**config.mk**
```make
export PLATFORM = sky130hd
export DESIGN_NAME = voice_allocator_flat
export DESIGN_NICKNAME = d
export VERILOG_FILES = /design/src/rtl/voice_allocator_pkg.sv /design/src/rtl/voice_allocator_if.sv /design/src/rtl/voice_allocator_pick.sv /design/src/rtl/voice_allocator.sv /design/src/flat_wrapper.sv
export SDC_FILE = /design/constraint.sdc
export NUM_CORES = 1
export LEC_CHECK = 0
export BUFFER_PORTS_ARGS = -buffer_cell sky130_fd_sc_hd__buf_2
export CAP_MARGIN = 20
export CORE_MARGIN = 2
export CORE_UTILIZATION = 45
export DETAILED_ROUTE_END_ITERATION = 10
export GPL_TIMING_DRIVEN = 0
export PLACE_DENSITY_LB_ADDON = 0.15
export SYNTH_ARGS = -nofsm -noshare
export SYNTH_HDL_FRONTEND = slang
export SYNTH_SLANG_ARGS = --single-unit
```
**constraint.sdc**
```tcl
create_clock -name clk_i -period 1.9 [get_ports clk_i]
set_input_delay 0.095 -clock clk_i [delete_from_list [all_inputs] [get_ports clk_i]]
set_output_delay 0.095 -clock clk_i [all_outputs]
set_load 0.01 [all_outputs]
```
**src/rtl/voice_allocator_pkg.sv**
```systemverilog
// Shared types for the voice allocator: FSM state, search action and age-width helper.
package synth_pkg;

    typedef enum logic [1:0] {
        ST_IDLE   = 2'd0,
        ST_SEARCH = 2'd1,
        ST_APPLY  = 2'd2
    } state_e;

    typedef enum logic [2:0] {
        ACT_RETRIGGER = 3'd0,
        ACT_FREE      = 3'd1,
        ACT_STEAL     = 3'd2,
        ACT_DROP      = 3'd3,
        ACT_OFF       = 3'd4,
        ACT_NONE      = 3'd5
    } action_e;

    function automatic int age_width(input int num_voices);
        return (num_voices <= 2) ? 1 : $clog2(num_voices);
    endfunction

endpackage

```
**src/rtl/voice_allocator_if.sv**
```systemverilog
// Command and voice-bank bundle between the control front-end and the allocator.
interface voice_allocator_if #(
    parameter int NUM_VOICES = 4,
    parameter int INCR_WIDTH = 8,
    parameter int KEY_WIDTH  = 7
);
    logic                             cmd_valid;
    logic                             cmd_ready;
    logic                             cmd_on;
    logic [KEY_WIDTH-1:0]             cmd_key;
    logic [INCR_WIDTH-1:0]            cmd_incr;
    logic [NUM_VOICES-1:0]            voice_gate;
    logic [NUM_VOICES*INCR_WIDTH-1:0] voice_incr;
    logic [NUM_VOICES*KEY_WIDTH-1:0]  voice_key;
    logic                             dropped;

    modport master (
        output cmd_valid, cmd_on, cmd_key, cmd_incr,
        input  cmd_ready, voice_gate, voice_incr, voice_key, dropped
    );

    modport slave (
        input  cmd_valid, cmd_on, cmd_key, cmd_incr,
        output cmd_ready, voice_gate, voice_incr, voice_key, dropped
    );
endinterface

```
**src/rtl/voice_allocator_pick.sv**
```systemverilog
// voice_pick: combinational search for key match, first free voice and oldest voice.
module voice_pick
    import synth_pkg::*;
#(
    parameter int NV = 4,
    parameter int KW = 7,
    parameter int AW = age_width(NV)
) (
    input  logic [NV-1:0]         gate_i,
    input  logic [NV-1:0][KW-1:0] key_i,
    input  logic [NV-1:0][AW-1:0] age_i,
    input  logic [KW-1:0]         cmd_key_i,
    output logic [AW-1:0]         match_idx_o,
    output logic                  match_found_o,
    output logic [AW-1:0]         free_idx_o,
    output logic                  free_found_o,
    output logic [AW-1:0]         oldest_idx_o
);

    // Scan from the top down so the lowest matching index wins.
    always_comb begin
        match_idx_o   = '0;
        match_found_o = 1'b0;
        free_idx_o    = '0;
        free_found_o  = 1'b0;
        oldest_idx_o  = '0;
        for (int v = NV - 1; v >= 0; v--) begin
            if (gate_i[v] && (key_i[v] == cmd_key_i)) begin
                match_found_o = 1'b1;
                match_idx_o   = AW'(v);
            end
            if (!gate_i[v]) begin
                free_found_o = 1'b1;
                free_idx_o   = AW'(v);
            end
            if (age_i[v] == AW'(NV - 1)) begin
                oldest_idx_o = AW'(v);
            end
        end
    end

endmodule

```
**src/rtl/voice_allocator.sv**
```systemverilog
// Note-on/note-off voice allocator with LRU ages; VOICE_STEAL_EN enables stealing
// the oldest voice when the bank is full, otherwise the note-on is dropped.
module voice_allocator
    import synth_pkg::*;
#(
    parameter int NUM_VOICES = 4,
    parameter int INCR_WIDTH = 8,
    parameter int KEY_WIDTH  = 7
) (
    input  logic clk_i,
    input  logic rst_ni,
    voice_allocator_if.slave bus
);

    localparam int AW = age_width(NUM_VOICES);

    localparam logic [1:0] S_IDLE   = ST_IDLE;
    localparam logic [1:0] S_SEARCH = ST_SEARCH;
    localparam logic [1:0] S_APPLY  = ST_APPLY;

    logic [1:0]                             state_q, state_d;
    logic                                   on_q;
    logic [KEY_WIDTH-1:0]                   key_q;
    logic [INCR_WIDTH-1:0]                  incr_q;
    action_e                                act_q;
    logic [AW-1:0]                          tgt_q;
    logic [NUM_VOICES-1:0]                  gate_q;
    logic [NUM_VOICES-1:0][INCR_WIDTH-1:0]  vincr_q;
    logic [NUM_VOICES-1:0][KEY_WIDTH-1:0]   vkey_q;
    logic [NUM_VOICES-1:0][AW-1:0]          age_q;
    logic                                   dropped_q;

    logic [AW-1:0] match_idx, free_idx, oldest_idx;
    logic          match_found, free_found;

    voice_pick #(
        .NV (NUM_VOICES),
        .KW (KEY_WIDTH),
        .AW (AW)
    ) u_pick (
        .gate_i        (gate_q),
        .key_i         (vkey_q),
        .age_i         (age_q),
        .cmd_key_i     (key_q),
        .match_idx_o   (match_idx),
        .match_found_o (match_found),
        .free_idx_o    (free_idx),
        .free_found_o  (free_found),
        .oldest_idx_o  (oldest_idx)
    );

    always_comb begin
        state_d = state_q;
        case (state_q)
            S_IDLE:   if (bus.cmd_valid) state_d = S_SEARCH;
            S_SEARCH: state_d = S_APPLY;
            default:  state_d = S_IDLE;
        endcase
    end

    always_ff @(posedge clk_i or negedge rst_ni) begin
        if (!rst_ni) begin
            state_q   <= S_IDLE;
            on_q      <= 1'b0;
            key_q     <= '0;
            incr_q    <= '0;
            act_q     <= ACT_NONE;
            tgt_q     <= '0;
            gate_q    <= '0;
            vincr_q   <= '0;
            vkey_q    <= '0;
            dropped_q <= 1'b0;
            for (int v = 0; v < NUM_VOICES; v++) begin
                age_q[v] <= AW'(v);
            end
        end else begin
            state_q   <= state_d;
            dropped_q <= 1'b0;
            case (state_q)
                S_IDLE: begin
                    if (bus.cmd_valid) begin
                        on_q   <= bus.cmd_on;
                        key_q  <= bus.cmd_key;
                        incr_q <= bus.cmd_incr;
                    end
                end
                S_SEARCH: begin
                    if (on_q) begin
                        if (match_found) begin
                            act_q <= ACT_RETRIGGER;
                            tgt_q <= match_idx;
                        end else if (free_found) begin
                            act_q <= ACT_FREE;
                            tgt_q <= free_idx;
                        end else begin
`ifdef VOICE_STEAL_EN
                            act_q <= ACT_STEAL;
                            tgt_q <= oldest_idx;
`else
                            act_q <= ACT_DROP;
                            tgt_q <= '0;
`endif
                        end
                    end else begin
                        act_q <= match_found ? ACT_OFF : ACT_NONE;
                        tgt_q <= match_idx;
                    end
                end
                S_APPLY: begin
                    case (act_q)
                        ACT_RETRIGGER, ACT_FREE, ACT_STEAL: begin
                            gate_q[tgt_q]  <= 1'b1;
                            vincr_q[tgt_q] <= incr_q;
                            vkey_q[tgt_q]  <= key_q;
                            // Move the target to the front; everything younger ages by one.
                            for (int v = 0; v < NUM_VOICES; v++) begin
                                if (AW'(v) == tgt_q) begin
                                    age_q[v] <= '0;
                                end else if (age_q[v] < age_q[tgt_q]) begin
                                    age_q[v] <= age_q[v] + 1'b1;
                                end
                            end
                        end
                        ACT_OFF:  gate_q[tgt_q] <= 1'b0;
                        ACT_DROP: dropped_q <= 1'b1;
                        default:  ;
                    endcase
                end
                default: ;
            endcase
        end
    end

    assign bus.cmd_ready  = (state_q == S_IDLE);
    assign bus.voice_gate = gate_q;
    assign bus.voice_incr = vincr_q;
    assign bus.voice_key  = vkey_q;
    assign bus.dropped    = dropped_q;

    // oldest_idx is only consumed when stealing is built in.
    logic unused_oldest;
    assign unused_oldest = ^oldest_idx;

endmodule

```
**src/flat_wrapper.sv**
```systemverilog
// flat-port wrapper written by rule: the top's interface ports become plain ports
module voice_allocator_flat import synth_pkg::*;
#(
    parameter int NUM_VOICES = 4,
    parameter int INCR_WIDTH = 8,
    parameter int KEY_WIDTH  = 7
)
  (clk_i, rst_ni, bus_cmd_valid, bus_cmd_on, bus_cmd_key, bus_cmd_incr, bus_cmd_ready, bus_voice_gate, bus_voice_incr, bus_voice_key, bus_dropped);
  voice_allocator_if #(.NUM_VOICES(NUM_VOICES), .INCR_WIDTH(INCR_WIDTH), .KEY_WIDTH(KEY_WIDTH)) bus_i ();
  input  logic clk_i;
  input  logic rst_ni;
  input wire logic [$bits(bus_i.cmd_valid)-1:0] bus_cmd_valid;
  input wire logic [$bits(bus_i.cmd_on)-1:0] bus_cmd_on;
  input wire logic [$bits(bus_i.cmd_key)-1:0] bus_cmd_key;
  input wire logic [$bits(bus_i.cmd_incr)-1:0] bus_cmd_incr;
  output wire logic [$bits(bus_i.cmd_ready)-1:0] bus_cmd_ready;
  output wire logic [$bits(bus_i.voice_gate)-1:0] bus_voice_gate;
  output wire logic [$bits(bus_i.voice_incr)-1:0] bus_voice_incr;
  output wire logic [$bits(bus_i.voice_key)-1:0] bus_voice_key;
  output wire logic [$bits(bus_i.dropped)-1:0] bus_dropped;
  assign bus_i.cmd_valid = bus_cmd_valid;
  assign bus_i.cmd_on = bus_cmd_on;
  assign bus_i.cmd_key = bus_cmd_key;
  assign bus_i.cmd_incr = bus_cmd_incr;
  assign bus_cmd_ready = bus_i.cmd_ready;
  assign bus_voice_gate = bus_i.voice_gate;
  assign bus_voice_incr = bus_i.voice_incr;
  assign bus_voice_key = bus_i.voice_key;
  assign bus_dropped = bus_i.dropped;
  voice_allocator #(.NUM_VOICES(NUM_VOICES), .INCR_WIDTH(INCR_WIDTH), .KEY_WIDTH(KEY_WIDTH)) u_core (.clk_i(clk_i), .rst_ni(rst_ni), .bus(bus_i));
endmodule
```
==> impl.org <==
** Setup path
- Critical path required time :: about 2200 ps
- Peak per-stage delay on the critical path :: 410 ps
- Walking the worst path, the cells encountered are or3b_4 > a21oi_4 > buf_12 > nand3b_4 > clkbuf_16 > mux2_4.
- Crit path DAT :: 2080 ps
- The worst setup path is launched from a flop.
- CP Class :: reg -> reg
- Highest-delay cell along the critical path :: sky130_fd_sc_hd__dfrtp_1
- Worst-path maximum fanout :: 5
- STA classifies the critical path endpoint as a flop.

** Finish
- Layout cells sized above 1 :: 0.534
- Registers take 2200 um2.
- The net count of the finished layout is just over 400.
- Highest-count cells in the layout ignoring fill and taps :: sky130_fd_sc_hd__buf_2 (93), sky130_fd_sc_hd__dfrtp_1 (86), sky130_fd_sc_hd__mux2_2 (49)
- Filler cell count :: 688
- Most frequent standard cell in the layout excluding fill and tap cells :: sky130_fd_sc_hd__buf_2
- 0 antenna diodes ended up in the layout.
- Summing all multi-input logic gate instances after layout gives 1580 um2.
- Layout Area Growth over Synthesis :: 27.8%

** STA
- On the final layout, the worst clock skew is 12.9 ps.
- Maximum frequency from static timing analysis :: 0.548 GHz
- Setup repair after global routing missed its margin :: false
- In the finished design, the share of the clock period the worst path needs comes to 0.960.
- Setup tns final :: 0 ps
- The number of hold violations in the final report came to 0.
- In this run the tightest slew margin relative to its limit is 0.712.
- The count of final max-slew check failures came to 0.
- Setup slack on the critical path of the routed design comes to 75.9 ps.
- Slew at the pin closest to its max-slew limit :: 432 ps
- Final setup violation count :: 0
- Clock period minus final worst setup slack :: 1820 ps

** Clock tree
- Clock sink total :: 88
- After clock tree synthesis, the clock-pin slew on the worst setup and hold paths is ~100 ps.
- At the later pin of the worst-skew pair, clock insertion delay measures roughly 360 ps.
- Number of clock buffers inserted by TritonCTS :: 9
- Maximum buffer depth of the clock tree :: 2
- Clock tree synthesis selected as its root buffer the cell sky130_fd_sc_hd__clkbuf_8.
- CTS tree :: built
- The H-tree generated during clock tree synthesis spans 3 levels.

** Placement
- Total half-perimeter wirelength after legalization and detailed placement :: 5500 um
- Final Wtd Congestion :: between 0.8 and 0.9
- Worst slack, placed :: -178 ps
- The count of buffers added on input and output ports is between 80 and 90.

** Detailed routing
- 1st-iter DRT viols :: 70
- DRC Markers :: 0
- TritonRoute pass-1 iters :: 4
- DR vias :: 2,437
- In the routed layout, each cell is associated on average with a via count of between 4 and 5.
- Wire per inst :: roughly 17 um
- DRT Wirelength :: 8220 um
- The detail route stage leaves a number of antenna-violating nets equal to 0.

** Power and ir drop
- Clock network power share :: 0.200
- Of the total power, the share spent switching nets is 0.340.
- The analysis attributes to net switching a power of 2.32 mW.
- Part of the total power dissipated in combinational logic :: 0.361
- Peak VDD IR :: 0.594 mV
- Power per Cell Area :: 1370 nW/um2
- Cell internal power was estimated by the tool at roughly 4.5 mW.
- Part of the power in registers :: 0.439
- Leakage power :: 2.57 nW

** Synthesis
- For this run, the register share of the synthesized area comes to 0.566.
- Synthesized netlist cell count :: 267
- Total nets after synthesis :: 286
- Post-synthesis cell type with the largest combined area :: sky130_fd_sc_hd__dfrtp_1
- During synthesis, Yosys emitted a total of 0 warnings.
- Area contributors post-synth :: sky130_fd_sc_hd__dfrtp_1 (55%), sky130_fd_sc_hd__mux2_2 (14%), sky130_fd_sc_hd__mux2_4 (10%)
- The netlist uses 32 different library cells.
- Number of synthesized register bits :: 88
- The share of synthesized area in the top cell type comes to 0.553.
- In this run the cell area of the synthesized design comes to 3890 um2.
- Dividing the synthesized area by the synthesized cell count gives 14.6 um2.

** GRT
- Across every metal layer, demand over resource in global routing totals 0.185.
- Global route total overflow :: 0
- The via count of the first global-routing pass came to 2,551.
- Global-route wire length before repair :: 13,400 um
- Entering global routing, the biggest net connects 59 pins.
- The initial antenna violation count came to 0.

** Floorplanning
- The die is slightly below 100 um tall.
- Initial core utilization :: 0.469
- 85 I/O pins were placed.
- After floorplanning, the core was divided into 33 placement rows.
- Measured along the x axis, the die boundary spans 97.0 um.
- Total die area :: 9410 um2
- The floorplan step defined a core boundary enclosing roughly 8300 um2.

** Hold path
- The path class of the tightest hold or removal check is in -> async.

** Run
- Reported max-cap violation count :: 0

** Run status
- The flow ran to the end, and the final reports show no timing, DRC or antenna violations.
cell families (layout without fill, tap and decap cells):
| family | count (synthesis) | after routing | share of synthesized area |
|---|---|---|---|
| simple gates | 43 | 43 | 0.0701 |
| compound gates | 14 | 14 | 0.0248 |
| xor+xnor | 28 | 28 | 0.0630 |
| mux | 76 | 76 | 0.246 |
| fa+ha+maj | 1 | 1 | 0.00257 |
| buf+inv | 17 | 143 | 0.0273 |
| flops | 88 | 88 | 0.566 |
repair_timing:
item	4_1_cts	5_1_grt
hold buffers	17	0
endpoints found under the setup margin	36	27
buffers inserted	1	7
resized for setup	1	6
cloned	0	1
endpoints found under the hold margin	46	0
stage by stage:
| stage | hold slack, ps | cells | util | power (mW) | area (um2) |
|---|---|---|---|---|---|
| 6_report | 215 | 498 | 0.599 | 6.81 | 4970 |
| 5_1_grt | 254 | 498 | 0.599 | 7.27 | 4970 |
| 4_1_cts | 234 | 490 | 0.587 | 6.89 | 4870 |
| 3_5_place_dp | 68.4 | 457 | 0.539 | 5.46 | 4470 |
| 3_3_place_gp | 327 | 456 | 0.536 | 5.39 | 4440 |
| 2_1_floorplan | -201 | 267 | - | 4.55 | 3890 |
layout make-up:
class | count | share of cell area
Buffer | 15 | 0.0252
Clock buffer | 9 | 0.0249
Clock inverter | 7 | 0.0169
Inverter | 1 | 0.000755
Multi-Input combinational cell | 162 | 0.318
Sequential cell | 88 | 0.443
Tap cell | 105 | 0.0264
Timing Repair Buffer | 111 | 0.144
cells in the mapped netlist:
library cell	n
sky130_fd_sc_hd__nor4_1	1
sky130_fd_sc_hd__dfstp_2	2
sky130_fd_sc_hd__mux2_4	27
sky130_fd_sc_hd__nand2_1	11
sky130_fd_sc_hd__nor2_1	8
sky130_fd_sc_hd__mux2_2	49
sky130_fd_sc_hd__or3b_4	1
sky130_fd_sc_hd__o31ai_1	1
sky130_fd_sc_hd__a22o_1	2
sky130_fd_sc_hd__buf_6	4
sky130_fd_sc_hd__nand2_4	1
sky130_fd_sc_hd__or3b_2	1
sky130_fd_sc_hd__nand2b_1	5
sky130_fd_sc_hd__buf_1	1
sky130_fd_sc_hd__a21oi_4	1
sky130_fd_sc_hd__buf_2	10
sky130_fd_sc_hd__or4_1	1
sky130_fd_sc_hd__clkbuf_1	1
sky130_fd_sc_hd__nand3b_4	2
sky130_fd_sc_hd__o211ai_1	1
sky130_fd_sc_hd__inv_1	1
sky130_fd_sc_hd__nand4_1	8
sky130_fd_sc_hd__maj3_1	1
sky130_fd_sc_hd__or3_1	1
sky130_fd_sc_hd__dfrtp_1	86
sky130_fd_sc_hd__o21bai_1	1
sky130_fd_sc_hd__nand3_1	1
sky130_fd_sc_hd__a21oi_1	2
sky130_fd_sc_hd__nand3_4	1
sky130_fd_sc_hd__o21ai_0	6
sky130_fd_sc_hd__xnor2_1	28
sky130_fd_sc_hd__and2_1	1
state kept, by name, indices dropped and copies added, names as in the netlist, named ones only:
register               count
u_core.act_q               3
u_core.bus.dropped         1
u_core.bus.voice_incr     32
u_core.on_q                1
u_core.key_q               7
u_core.tgt_q               2
u_core.state_q             2
u_core.incr_q              8
u_core.bus.voice_key      28
power groups by stage:
stage / Combinational (mW) / Sequential (mW) / Clock, mW
floorplan: 1.37 / 3.19 / 0
global placement: 2.39 / 3.00 / 0
detailed placement: 2.44 / 3.03 / 0
global route: 2.69 / 3.09 / 1.49
finish: 2.46 / 2.99 / 1.36
CTS: 2.48 / 3.00 / 1.42
critical path, delay by kind of cell, from the launching register on:
family / cells / cell delay, ps
flip-flops: 1 / 410
buffers and inverters: 2 / 330
multiplexers: 1 / 290
AND/OR/NAND/NOR: 2 / 530
AO/OA/AOI/OAI: 1 / 150
metal layers:
metal / part of all wire / routed length, um / global-route usage / up-vias
li1: - / - / - / 1172
met1: 0.47 / 3870 / 0.256 / 1196
met2: 0.46 / 3760 / 0.282 / 57
met3: 0.050 / 415 / 0.0434 / 12
met4: 0.021 / 172 / 0.0758 / 0
met5: 0 / 0 / 0 / -
final timing paths:
path / from / endpoint / slack [ps] / cells past startpoint
max: u_core.state_q[0]$_DFFE_PN0P_ / u_core.bus.voice_incr[13]$_DFFE_PN0P_ / 80 / 6
min: rst_ni / u_core.key_q[0]$_DFFE_PN0P_ / 210 / 2
max reg2reg: u_core.state_q[0]$_DFFE_PN0P_ / u_core.bus.voice_incr[13]$_DFFE_PN0P_ / 80 / 6
min reg2reg: u_core.on_q$_DFFE_PN0P_ / u_core.act_q[2]$_DFFE_PN1N_ / 490 / 1
max in group asynchronous: rst_ni / u_core.act_q[2]$_DFFE_PN1N_ / 1020 / 3
min in group clk_i: bus_cmd_valid / u_core.key_q[2]$_DFFE_PN0P_ / 350 / 3
No activity file was read; power rests on OpenSTA's default activity.
